## src/rtl/lc3_pkg.sv

```systemverilog
// ---------------------------------------------------------------------------
// lc3_pkg -- shared definitions for the LC-3 style datapath blocks.
//
// Contents:
//   wb_sel_e   : write-back data source select (W_control encoding)
//   PSR_N/Z/P  : bit positions of the condition codes inside psr
//   REG_IDX_W  : width of a register index
// ---------------------------------------------------------------------------
package lc3_pkg;

    localparam int REG_IDX_W = 3;

    typedef enum logic [1:0] {
        WB_SEL_ALU  = 2'd0,
        WB_SEL_MEM  = 2'd1,
        WB_SEL_PC   = 2'd2,
        WB_SEL_NONE = 2'd3
    } wb_sel_e;

    // psr is ordered {N, Z, P}
    localparam int PSR_N = 2;
    localparam int PSR_Z = 1;
    localparam int PSR_P = 0;

endpackage

```

## src/rtl/reg_file.sv

```systemverilog
// ---------------------------------------------------------------------------
// reg_file -- general-purpose register file, one write port, two read ports.
//
// Ports:
//   clk, rst            : clock, asynchronous active-high reset
//   we_i                : write enable (commit on rising clk edge)
//   waddr_i, wdata_i    : write index / data
//   raddr1_i, raddr2_i  : read indices (combinational, independent)
//   rdata1_o, rdata2_o  : read data; a same-cycle write is not visible here
// ---------------------------------------------------------------------------
module reg_file
    import lc3_pkg::*;
#(
    parameter int DATA_W  = 16,
    parameter int REG_CNT = 8
) (
    input  logic                 clk,
    input  logic                 rst,
    input  logic                 we_i,
    input  logic [REG_IDX_W-1:0] waddr_i,
    input  logic [DATA_W-1:0]    wdata_i,
    input  logic [REG_IDX_W-1:0] raddr1_i,
    input  logic [REG_IDX_W-1:0] raddr2_i,
    output logic [DATA_W-1:0]    rdata1_o,
    output logic [DATA_W-1:0]    rdata2_o
);

    logic [DATA_W-1:0] regs_q [REG_CNT];

    // NOTE: this storage is deliberately reset -- architectural registers must
    // read as zero after reset, so it maps to flops rather than a RAM macro.
    // NOTE: sequential state is assigned with <= so every flop samples the
    // pre-edge values regardless of statement order.
    always_ff @(posedge clk or posedge rst) begin
        if (rst) begin
            for (int i = 0; i < REG_CNT; i++) begin
                regs_q[i] <= '0;
            end
        end else if (we_i) begin
            regs_q[waddr_i] <= wdata_i;
        end
    end

    assign rdata1_o = regs_q[raddr1_i];
    assign rdata2_o = regs_q[raddr2_i];

endmodule

```

## src/rtl/writeback.sv

```systemverilog
// ---------------------------------------------------------------------------
// writeback -- write-back stage: selects the commit data, writes the register
// file, maintains the {N,Z,P} condition codes and serves two read ports.
//
// Ports:
//   clk, rst                 : clock, asynchronous active-high reset
//   enable_writeback         : commit strobe for the current instruction
//   W_control                : data source (ALU / MEM / PC / no write)
//   aluout, pcout, memout    : candidate write data
//   dr, sr1, sr2             : destination and read register indices
//   VSR1, VSR2               : read data for sr1 / sr2
//   psr                      : registered condition codes {N,Z,P}
//
// Configuration:
//   WB_BYPASS_EN (macro)     : when defined, a read port addressing dr during
//                              an enabled write returns the write data in the
//                              same cycle; otherwise it returns the old value.
// ---------------------------------------------------------------------------
module writeback
    import lc3_pkg::*;
#(
    parameter int DATA_W  = 16,
    parameter int REG_CNT = 8
) (
    input  logic                 clk,
    input  logic                 rst,
    input  logic                 enable_writeback,
    input  logic [1:0]           W_control,
    input  logic [DATA_W-1:0]    aluout,
    input  logic [DATA_W-1:0]    pcout,
    input  logic [DATA_W-1:0]    memout,
    input  logic [REG_IDX_W-1:0] dr,
    input  logic [REG_IDX_W-1:0] sr1,
    input  logic [REG_IDX_W-1:0] sr2,
    output logic [DATA_W-1:0]    VSR1,
    output logic [DATA_W-1:0]    VSR2,
    output logic [2:0]           psr
);

    wb_sel_e           sel;
    logic              wr_en;
    logic [DATA_W-1:0] wr_data;
    logic [DATA_W-1:0] rf_rd1;
    logic [DATA_W-1:0] rf_rd2;
    logic [2:0]        psr_d;
    logic [2:0]        psr_q;

    assign sel   = wb_sel_e'(W_control);
    assign wr_en = enable_writeback && (sel != WB_SEL_NONE);

    // NOTE: every signal driven here gets a default first so no path through
    // the case can leave it unassigned and infer a latch.
    always_comb begin
        wr_data = aluout;
        case (sel)
            WB_SEL_ALU: wr_data = aluout;
            WB_SEL_MEM: wr_data = memout;
            WB_SEL_PC:  wr_data = pcout;
            default:    wr_data = aluout;  // no write; value is don't-care
        endcase
    end

    // Condition codes follow the value being committed; exactly one bit set.
    always_comb begin
        psr_d = psr_q;
        if (wr_en) begin
            psr_d = '0;
            if (wr_data[DATA_W-1]) begin
                psr_d[PSR_N] = 1'b1;
            end else if (wr_data == '0) begin
                psr_d[PSR_Z] = 1'b1;
            end else begin
                psr_d[PSR_P] = 1'b1;
            end
        end
    end

    always_ff @(posedge clk or posedge rst) begin
        if (rst) begin
            psr_q <= 3'b000;
        end else begin
            psr_q <= psr_d;
        end
    end

    assign psr = psr_q;

    reg_file #(
        .DATA_W  (DATA_W),
        .REG_CNT (REG_CNT)
    ) u_reg_file (
        .clk      (clk),
        .rst      (rst),
        .we_i     (wr_en),
        .waddr_i  (dr),
        .wdata_i  (wr_data),
        .raddr1_i (sr1),
        .raddr2_i (sr2),
        .rdata1_o (rf_rd1),
        .rdata2_o (rf_rd2)
    );

`ifdef WB_BYPASS_EN
    assign VSR1 = (wr_en && (sr1 == dr)) ? wr_data : rf_rd1;
    assign VSR2 = (wr_en && (sr2 == dr)) ? wr_data : rf_rd2;
`else
    assign VSR1 = rf_rd1;
    assign VSR2 = rf_rd2;
`endif

endmodule

```

## config.mk

```make
export PLATFORM = sky130hd
export DESIGN_NAME = writeback
export DESIGN_NICKNAME = d
export VERILOG_FILES = /design/src/rtl/lc3_pkg.sv /design/src/rtl/reg_file.sv /design/src/rtl/writeback.sv
export SDC_FILE = /design/constraint.sdc
export NUM_CORES = 1
export LEC_CHECK = 0
export BUFFER_PORTS_ARGS = -buffer_cell sky130_fd_sc_hd__buf_2
export CORE_UTILIZATION = 55
export CTS_CLUSTER_SIZE = 16
export DETAILED_ROUTE_END_ITERATION = 8
export HOLD_SLACK_MARGIN = 0.1
export PLACE_DENSITY_LB_ADDON = 0.05
export SLEW_MARGIN = 25
export SYNTH_ARGS = -nofsm -noshare
export SYNTH_HDL_FRONTEND = slang
export SYNTH_SLANG_ARGS = --single-unit
```

## constraint.sdc

```tcl
create_clock -name clk -period 6.9 [get_ports clk]
set_input_delay 0 -clock clk [delete_from_list [all_inputs] [get_ports clk]]
set_output_delay 0 -clock clk [all_outputs]
set_load 0.005 [all_outputs]
```

==> results.cfg <==
[worst_hold_path]
min_path_type = input port to flip-flop
min_from = dr[1]

[sta]
hold_viol = 0
fin_crit_ps = 2090
slew_viol_final = 0
rsz0062_at_grt = false
relSlewSlack = 0.290
tightest_slew_ps = 1060
finalSetupTns_ps = 0
period_share = 0.302
setup_viol = 0
finClkSkew_ps = 0
fmax_mhz = 479

[floorplan]
core-area_um2 = 12800
die_area_um2 = 13800
start_util = 0.572
row_count = 41
die_x_um = 117
io_pins = 97
die_h_um = 117

[worst_setup_path]
r2r_start = u_reg_file.regs_q[34]
worstReg2RegEnd = u_reg_file.regs_q[34]
rrSetupSlack_ps = 6070
crit_arrival_ps = 2390
startpoint = W_control[0]
criticalPathCategory = input port to flip-flop
required_ps = 7210
path_cells = buf_2, inv_1, ha_1, a22oi_2, o21ai_0, nor4_1, nand4_1, a22o_1
start_kind = input port
rr_worst_depth = 1
slowest_delay_ps = 560
cp_slowest_cell = ha_1
endpoint_kind = flip-flop
cp-endpoint = psr[0]
crit_fanout = 16

[detailed_routing]
first_iter_violations = 330
avgViaCountPerCell = 6.19
drt_pass1_iterations = 5
route.detailed.drc = 0
vias = 5202
final_antenna_net_count = 0
drt-total-wl_um = 19200
wl_per_cell_um = 22.9

[finish]
final.fill_count = 977
multiInputGateArea_um2 = 3800
final_design_area_no_fill_um2 = 8670
fin_nets = 721
n_antenna_cell = 0
final-seq-area_um2 = 3280
layout-drive-gt1-share = 0.466
area_delta_synth_final_pct = 18.3

[grt]
gr-usage-met3 = 0.0654
grt-ovfl-total = 0
grt_pass1_wl_um = 31100
grt_pass1_vias = 5586
busiest_layer = met2
antenna_found_initial = 0
grt_usage = 0.303
grt_max_degree = 69
grt_use_met1 = 0.400
met2_usage = 0.500

[clocking]
root_buffer = clkbuf_16
insertion_delay_ps = 420
cts_buffers = 17
cts_tree = built
ctsResizeCount = 0
clk_pin_slew_ps = 60
clock_path_buffers = 2
hold_buffers = 17
cts_setup_buffers = 0
cts_num_sinks = 131
h-tree-depth = 4

[logic_synthesis]
ys_ff_latch = 131
avgSynthCellArea_um2 = 13.2
synthCells = 557
ys_types = 32
ys_async_sr_fraction = 1.00
yosysWarningCount = 0
syn-cell-area_um2 = 7330
synth_edf_count = 0
synthTopCellsByArea = dfrtp_1 45%, mux4_2 20%, mux2_2 14%
ys_top_cells_by_count = 131 x dfrtp_1, 88 x mux2_2, 84 x nand2_1
synth.top_cell.area_share = 0.447
syn_nets = 622
yosysSeqAreaShare = 0.447
synth_flop_cell = dfrtp_1
synth.largest_area_cell = dfrtp_1
yosysMostFrequentCell = dfrtp_1

[flow_run]
drv_cap = 0

[power]
total_power_w = 0.00265
p_per_area_nw_per_um2 = 306
power.leakage_nw = 3.86
peakVddDrop_mv = 0.213

[placement]
placed_cell_area_um2 = 7850
place_congestion = 0.779
hpwlAfterDp_um = 12000
io_buffers = 96

[run_status]
status = complete, no violations
[state kept, by name, summed over array words and instances (netlist names)]
register	flops
u_reg_file.regs_q	128
psr	3
[cells by family after synthesis]
logic type                 count (synthesis)  synth area share
AOI/OAI and AO/OA                        115             0.105
adders and majority gates                  3           0.00512
buffers and inverters                     47            0.0355
DFF                                      131             0.447
muxes                                    160             0.344
and+or+nand+nor                          101            0.0631
[metrics by stage]
step                      instances  setup slack, ps  utilization  hold WS [ps]
after floorplan                 557             3400            -           254
after detailed placement        789             4330        0.612           217
after global routing            841             4810        0.676           116
final                           841             4810        0.676           101
after CTS                       838             4850        0.673           105
after global placement          789             4390        0.612           208
[how the worst min path moves through the flow]
stage	endpoint	slack [ps]	cells past startpoint
final	u_reg_file.regs_q[40]	100	3
after CTS	u_reg_file.regs_q[92]	100	4
after global placement	u_reg_file.regs_q[124]	210	2
after global routing	u_reg_file.regs_q[47]	120	3
after detailed placement	u_reg_file.regs_q[123]	220	2
after floorplan	u_reg_file.regs_q[83]	250	2
[where the power goes]
part / internal, W / leakage, nW / switching [W] / total [W]
sequential: 0.000949 / 1.68 / 0.000138 / 0.00109
clock: 0.000603 / 0.285 / 0.000344 / 0.000947
combinational: 0.000366 / 1.89 / 0.000253 / 0.000619
total: 0.00192 / 3.86 / 0.000735 / 0.00265
[layout make-up]
| class | instances | area share |
|---|---|---|
| repair buffers | 124 | 0.0861 |
| flip-flops and latches | 131 | 0.378 |
| well taps | 172 | 0.0248 |
| inverters | 3 | 0.00159 |
| clock inverters | 13 | 0.0213 |
| clock buffers | 19 | 0.0499 |
| multi-input cells | 379 | 0.438 |
[worst max-delay path: cells and delay by family]
family / cells / cell delay (ps)
fa+ha+maj: 1 / 560
buf+inv: 2 / 180
compound gates: 3 / 840
simple gates: 2 / 800
[per-layer routing]
layer | vias up | part of all wire
li1 | 2302 | -
met1 | 2702 | 0.40
met2 | 168 | 0.52
met3 | 30 | 0.062
met4 | 0 | 0.016
met5 | - | 0
[cells in the final DEF, fill, tap and decap left out]
master         instances
nor3_4                 1
clkinvlp_4             5
buf_2                 96
nor3b_4                2
o21ai_1               10
nor2_1                 3
clkbuf_1               2
ha_1                   2
bufinv_16              4
nand3b_2               1
nand3b_1               2
buf_6                  1
o21ai_2                4
a22o_1                 1
nand4_1                1
nor4_1                 3
clkbuf_16             17
nor4_2                 1
nor2_4                 1
a22oi_2                7
a22oi_1                5
mux4_2                64
buf_4                  8
mux2_1                 8
nand2_1               84
buf_8                  1
o21a_1                16
nand2b_1               2
dlygate4sd3_1         18
inv_1                  2
dfrtp_1              131
mux2_2                88
o31ai_2                1
ha_2                   1
clkinv_2               2
o21ai_0               67
a22oi_4                4
inv_4                  1
clkinv_4               2
Note: power is estimated with default switching activity, not from simulation.
